==> config.mk <==
export PLATFORM = sky130hd
export DESIGN_NAME = io_mapper
export DESIGN_NICKNAME = d
export VERILOG_FILES = /design/src/rtl/io_mapper.sv
export SDC_FILE = /design/constraint.sdc
export NUM_CORES = 1
export LEC_CHECK = 0
export ABC_AREA = 1
export CORE_AREA = 2 2 88 90
export DETAILED_ROUTE_END_ITERATION = 8
export DIE_AREA = 0 0 90 92
export PLACE_DENSITY = 0.77
export SLEW_MARGIN = 30
export SYNTH_ARGS = -nofsm -noshare
export SYNTH_HDL_FRONTEND = slang
export SYNTH_SLANG_ARGS = --single-unit
==> constraint.sdc <==
create_clock -name SYSCLK -period 1.9 [get_ports SYSCLK]
set_input_delay 0.38 -clock SYSCLK [delete_from_list [all_inputs] [get_ports SYSCLK]]
set_output_delay 0.38 -clock SYSCLK [all_outputs]
set_load 0.02 [all_outputs]
==> src/rtl/io_mapper.sv <==
// CPU I/O window 0x5F80-0x5F9F: DIP/player reads, control latches, sound command
// latch with IRQ handshake, and a watchdog that pulses WDRST when not kicked.
module io_mapper #(
  parameter int unsigned WDOG_LIMIT = 24000000,
  parameter int unsigned WDOG_W     = 25,
  parameter int unsigned WDRST_LEN  = 16
) (
  input  logic       SYSCLK,
  input  logic       RESET,
  input  logic       CE,
  input  logic       IOCS,
  input  logic       RWb,
  input  logic [3:0] ADDR,
  input  logic [7:0] DIN,
  input  logic [7:0] DSW1,
  input  logic [7:0] DSW2,
  input  logic [3:0] DSW3,
  input  logic [7:0] P1,
  input  logic [7:0] P2,
  input  logic       SNDACK,
  output logic [7:0] DOUT,
  output logic       DOE,
  output logic       COIN1,
  output logic       COIN2,
  output logic       WOCO,
  output logic       RMRD,
  output logic [7:0] SNDLATCH,
  output logic       SNDIRQ,
  output logic       WDRST
);

  localparam int unsigned PLS_W = (WDRST_LEN > 1) ? $clog2(WDRST_LEN) : 1;
  localparam logic [WDOG_W-1:0] WD_LAST  = WDOG_W'(WDOG_LIMIT - 1);
  localparam logic [WDOG_W-1:0] WD_MAX   = '1;
  localparam logic [PLS_W-1:0]  PLS_LAST = PLS_W'(WDRST_LEN - 1);

  typedef enum logic {WD_RUN = 1'b0, WD_FIRE = 1'b1} wd_state_e;

  logic              ce_d_q;
  logic [7:0]        dout_q, dout_d;
  logic              doe_q, doe_d;
  logic              coin1_q, coin1_d, coin2_q, coin2_d;
  logic              woco_q, woco_d, rmrd_q, rmrd_d;
  logic [7:0]        sndlatch_q, sndlatch_d;
  logic              sndirq_q, sndirq_d;
  wd_state_e         wd_state_q, wd_state_d;
  logic [WDOG_W-1:0] wd_cnt_q, wd_cnt_d;
  logic [PLS_W-1:0]  pls_cnt_q, pls_cnt_d;

  logic       wstb, wr_ctrl, wr_snd;
  logic [7:0] rd_data;

  // One strobe per CPU write: the E falling edge while selected for write.
  assign wstb    = ce_d_q & ~CE & ~IOCS & ~RWb;
  assign wr_ctrl = wstb & (ADDR == 4'h8);
  assign wr_snd  = wstb & (ADDR == 4'hC);

  always_comb begin
    rd_data = 8'hFF;
    case (ADDR)
      4'h0:    rd_data = {4'hF, DSW3};
      4'h1:    rd_data = P1;
      4'h2:    rd_data = P2;
      4'h3:    rd_data = DSW2;
      4'h4:    rd_data = DSW1;
      default: rd_data = 8'hFF;
    endcase
  end

  always_comb begin
    doe_d      = ~IOCS & RWb;
    dout_d     = doe_d ? rd_data : 8'hFF;
    coin1_d    = coin1_q;
    coin2_d    = coin2_q;
    woco_d     = woco_q;
    rmrd_d     = rmrd_q;
    sndlatch_d = sndlatch_q;
    if (wr_ctrl) begin
      coin1_d = DIN[0];
      coin2_d = DIN[1];
      woco_d  = DIN[5];
      rmrd_d  = DIN[6];
    end
    if (wr_snd) sndlatch_d = DIN;
    // A new command outranks an acknowledge arriving in the same cycle.
    sndirq_d = wr_snd | (sndirq_q & ~SNDACK);
  end

  // Watchdog: the control-register write is the kick; kicks in FIRE are ignored.
  always_comb begin
    wd_state_d = wd_state_q;
    wd_cnt_d   = wd_cnt_q;
    pls_cnt_d  = pls_cnt_q;
    case (wd_state_q)
      WD_RUN: begin
        if (wr_ctrl) begin
          wd_cnt_d = '0;
        end else if (wd_cnt_q == WD_LAST) begin
          wd_state_d = WD_FIRE;
          pls_cnt_d  = '0;
        end else if (wd_cnt_q != WD_MAX) begin
          wd_cnt_d = wd_cnt_q + 1'b1;
        end
      end
      WD_FIRE: begin
        if (pls_cnt_q == PLS_LAST) begin
          wd_state_d = WD_RUN;
          wd_cnt_d   = '0;
        end else begin
          pls_cnt_d = pls_cnt_q + 1'b1;
        end
      end
      default: wd_state_d = WD_RUN;
    endcase
  end

  always_ff @(posedge SYSCLK) begin
    if (RESET) begin
      ce_d_q     <= 1'b0;
      dout_q     <= 8'hFF;
      doe_q      <= 1'b0;
      coin1_q    <= 1'b0;
      coin2_q    <= 1'b0;
      woco_q     <= 1'b0;
      rmrd_q     <= 1'b0;
      sndlatch_q <= 8'h00;
      sndirq_q   <= 1'b0;
      wd_state_q <= WD_RUN;
      wd_cnt_q   <= '0;
      pls_cnt_q  <= '0;
    end else begin
      ce_d_q     <= CE;
      dout_q     <= dout_d;
      doe_q      <= doe_d;
      coin1_q    <= coin1_d;
      coin2_q    <= coin2_d;
      woco_q     <= woco_d;
      rmrd_q     <= rmrd_d;
      sndlatch_q <= sndlatch_d;
      sndirq_q   <= sndirq_d;
      wd_state_q <= wd_state_d;
      wd_cnt_q   <= wd_cnt_d;
      pls_cnt_q  <= pls_cnt_d;
    end
  end

  assign DOUT     = dout_q;
  assign DOE      = doe_q;
  assign COIN1    = coin1_q;
  assign COIN2    = coin2_q;
  assign WOCO     = woco_q;
  assign RMRD     = rmrd_q;
  assign SNDLATCH = sndlatch_q;
  assign SNDIRQ   = sndirq_q;
  assign WDRST    = (wd_state_q == WD_FIRE);

endmodule

==> out/metrics.csv <==
stage,metric,value,unit
outcome,outcome,"complete, no violations",
setup_path,RR Startpoint,wd_cnt_q[0],
finish,Synth-to-Final Area Change,40.15,%
setup_path,Worst Setup End Kind,flop,
timing,FMAX,0.5586,GHz
logic_synthesis,"Primary FF master, synth",dfxtp_1,
power,Tot Pwr,2131,uW
power,Leak Pwr,0.001798,uW
finish,filler instances,720,
clock_tree,clock sinks,53,
timing,"Slew Viols, Final",0,
placement,routability cong.,0.9150,
setup_path,crit path max fanout,19,
die,Initial Utilization,0.4348,
die,die area,8280,um2
logic_synthesis,Synth Warn #,0,
drt,routed wire length,9652,um
power,power per cell area,469.6,nW/um2
setup_path,Crit-path slowest cell,clkdlybuf4s50_1,
global_routing,total global routing overflow,0,
die,num rows,32,
clock_tree,CTS buffer count,5,
logic_synthesis,Post-synth top cells,"nand2_1 (121), nor2_1 (98), nand3_1 (58)",
clock_tree,worst-skew pair later-pin latency,320,ps
placement,Buffers on Ports,76,
setup_path,Worst Path Required,2150,ps
job,max capacitance violation total,0,
die,I/O Pins,77,
setup_path,startpoint types,input port,
timing,Setup Skew,8.728,ps
setup_path,crit-path cells,"clkdlybuf4s50_1, nor2_8, nand2_1, nor2_4, nor2_4, nand3_2, nand3_4, buf_12, nand2_1, a21oi_1",
global_routing,global route hottest layer,met2,
global_routing,first-pass GRT wire length,16280,um
global_routing,gr usage total,0.2365,
placement,HPWL Detailed,7560,um
setup_path,CP peak stage delay,620,ps
logic_synthesis,Syn Inst Count,512,
global_routing,vias in the first global route,3700,
drt,antenna violation net count after detailed routing,0,
drt,DR WL/cell,13.24,um
timing,RSZ-0062 raised after global routing,no,
finish,Antenna Cells,0,
drt,DR iter-0 viols,293,
timing,worst slew pin tran,554.2,ps
drt,vias per cell,5.206,
clock_tree,clock-pin slew on the worst setup and hold paths,110,ps
setup_path,Worst EP arrival,2040,ps
global_routing,GRT met2 Usage,0.4198,
setup_path,crit path from,ADDR[0],
global_routing,largest net degree at the start of global routing,20,
hold_path,Hold Startpoint,SNDIRQ,
logic_synthesis,"count leader, synth",nand2_1,
logic_synthesis,syn_area_per_cell,6.324,um2
placement,pre-CTS setup slack,-219.2,ps
finish,fraction of layout cells with a size suffix above 1,0.1419,
timing,Fin. Hold Viols,0,
logic_synthesis,Yosys top cell area share,0.3277,
logic_synthesis,post-synthesis sequential area ratio,0.3277,
clock_tree,CTS root buf,clkbuf_8,
hold_path,Worst Hold Class,flop to flop,
logic_synthesis,"area leader, netlist",dfxtp_1,
clock_tree,CTS max path bufs,2,
timing,Slew headroom,0.6292,
clock_tree,CTS tree,done,
global_routing,initial antenna violation count,0,
logic_synthesis,number of synthesized flops with an enable pin,0,
die,Die X,90,um
logic_synthesis,leading post-synthesis cells by cell area,"dfxtp_1 (33%), nand2_1 (14%), nor2_1 (11%)",
logic_synthesis,Synth Register Bits,53,
timing,PnR worst setup slack,109.9,ps
global_routing,M3 GR Usage,0.04519,
global_routing,M1 GR Usage,0.2873,
die,Die H,92,um
power,Max rail drop VDD,347.7,uV
logic_synthesis,mapped cell area,3238,um2
logic_synthesis,synth unique cells,36,
drt,vias post-DR,3795,
timing,# setup viols final,0,
clock_tree,H-tree Lvls,2,
logic_synthesis,syn nets,568,
die,Core ar.,7447,um2
finish,Final Net Count,682,
timing,Tcrit/Tclk final,0.9422,
setup_path,crit path kind,input port to flop,
logic_synthesis,"Async S/R FF share, synth",0,
drt,TritonRoute pass-1 iters,5,
drt,number of remaining DRC errors,0,
timing,fin crit period,1790,ps
[layer usage]
| metal | vias up | part of all wire | routed length (um) |
|---|---|---|---|
| met5 | - | 0 | 0 |
| met4 | 0 | 0.023 | 225 |
| met3 | 25 | 0.074 | 716 |
| met2 | 154 | 0.48 | 4663 |
| met1 | 1711 | 0.42 | 4047 |
| li1 | 1905 | - | - |
[worst max-delay path: cells and delay by family]
kind                   cells  cell delay, ps
buffers and inverters      2             780
AND/OR/NAND/NOR            7             720
AO/OA/AOI/OAI              1             150
[metrics by stage]
stage,std cells,setup TNS [ps],hold WS (ps),instance area [um2],utilization
after floorplan,512,0,446.3,3238,-
after global placement,720,-3581,458.1,4399,0.5907
after detailed placement,720,-5337,458.9,4399,0.5907
after CTS,728,0,475.0,4497,0.6038
after global routing,729,0,496.2,4538,0.6094
final,729,0,474.4,4538,0.6094
[placed cells by master (no fill, tap or decap), types with 2 or more instances in the layout]
| cell type | instances |
|---|---|
| nor2_4 | 6 |
| clkdlybuf4s50_1 | 76 |
| a21oi_1 | 26 |
| dfxtp_1 | 51 |
| nand3_2 | 2 |
| nand2_1 | 121 |
| o211ai_1 | 4 |
| inv_1 | 54 |
| nand2_2 | 3 |
| nor2_2 | 5 |
| clkbuf_8 | 5 |
| a41oi_1 | 3 |
| nor2_1 | 95 |
| or2_2 | 5 |
| nand4_1 | 16 |
| nand3_1 | 58 |
| o21ai_0 | 20 |
| nor3_1 | 3 |
| buf_4 | 43 |
| buf_12 | 2 |
| o2111ai_1 | 4 |
| dfxtp_2 | 2 |
| a21oi_2 | 5 |
[registers in the layout, indices dropped and copies added, names as in the netlist]
register   count
WDRST          1
WOCO           1
pls_cnt_q      4
SNDIRQ         1
DOUT           8
wd_cnt_q      25
SNDLATCH       8
ce_d_q         1
COIN2          1
DOE            1
RMRD           1
COIN1          1
[path summary, 6_finish.rpt]
check	end	slack, ps	depth (start not counted)
min	SNDIRQ	470	2
min reg2reg	SNDIRQ	470	2
max	wd_cnt_q[13]	110	10
max reg2reg	wd_cnt_q[22]	110	12
[power by group]
group / switching (uW) / total [uW] / internal, uW
clock network: 441 / 718 / 277
logic: 114 / 284 / 170
registers: 6.81 / 1130 / 1120
[final cells by class]
cell class,count,area [um2],area share
clock buffers,5,68.82,0.01516
well taps,102,127.6,0.02812
clock inverters,3,28.78,0.006341
inverters,55,206.4,0.04549
repair buffers,122,1135,0.2501
flip-flops and latches,53,1064,0.2344
multi-input cells,389,1908,0.4205
[timing repair]
action                     CTS  global route
hold buffers                 0             0
setup buffers                0             1
resized for setup            0            10
setup endpoints to repair    0            25
[cell families after synthesis]
kind of cell / synth area share
AO/OA/AOI/OAI: 0.1206
flip-flops: 0.3277
adder cells (fa/ha/maj): 0.007727
XOR/XNOR: 0.002705
buffers and inverters: 0.09157
AND/OR/NAND/NOR: 0.4498
Power figures use the tool's default switching activity.
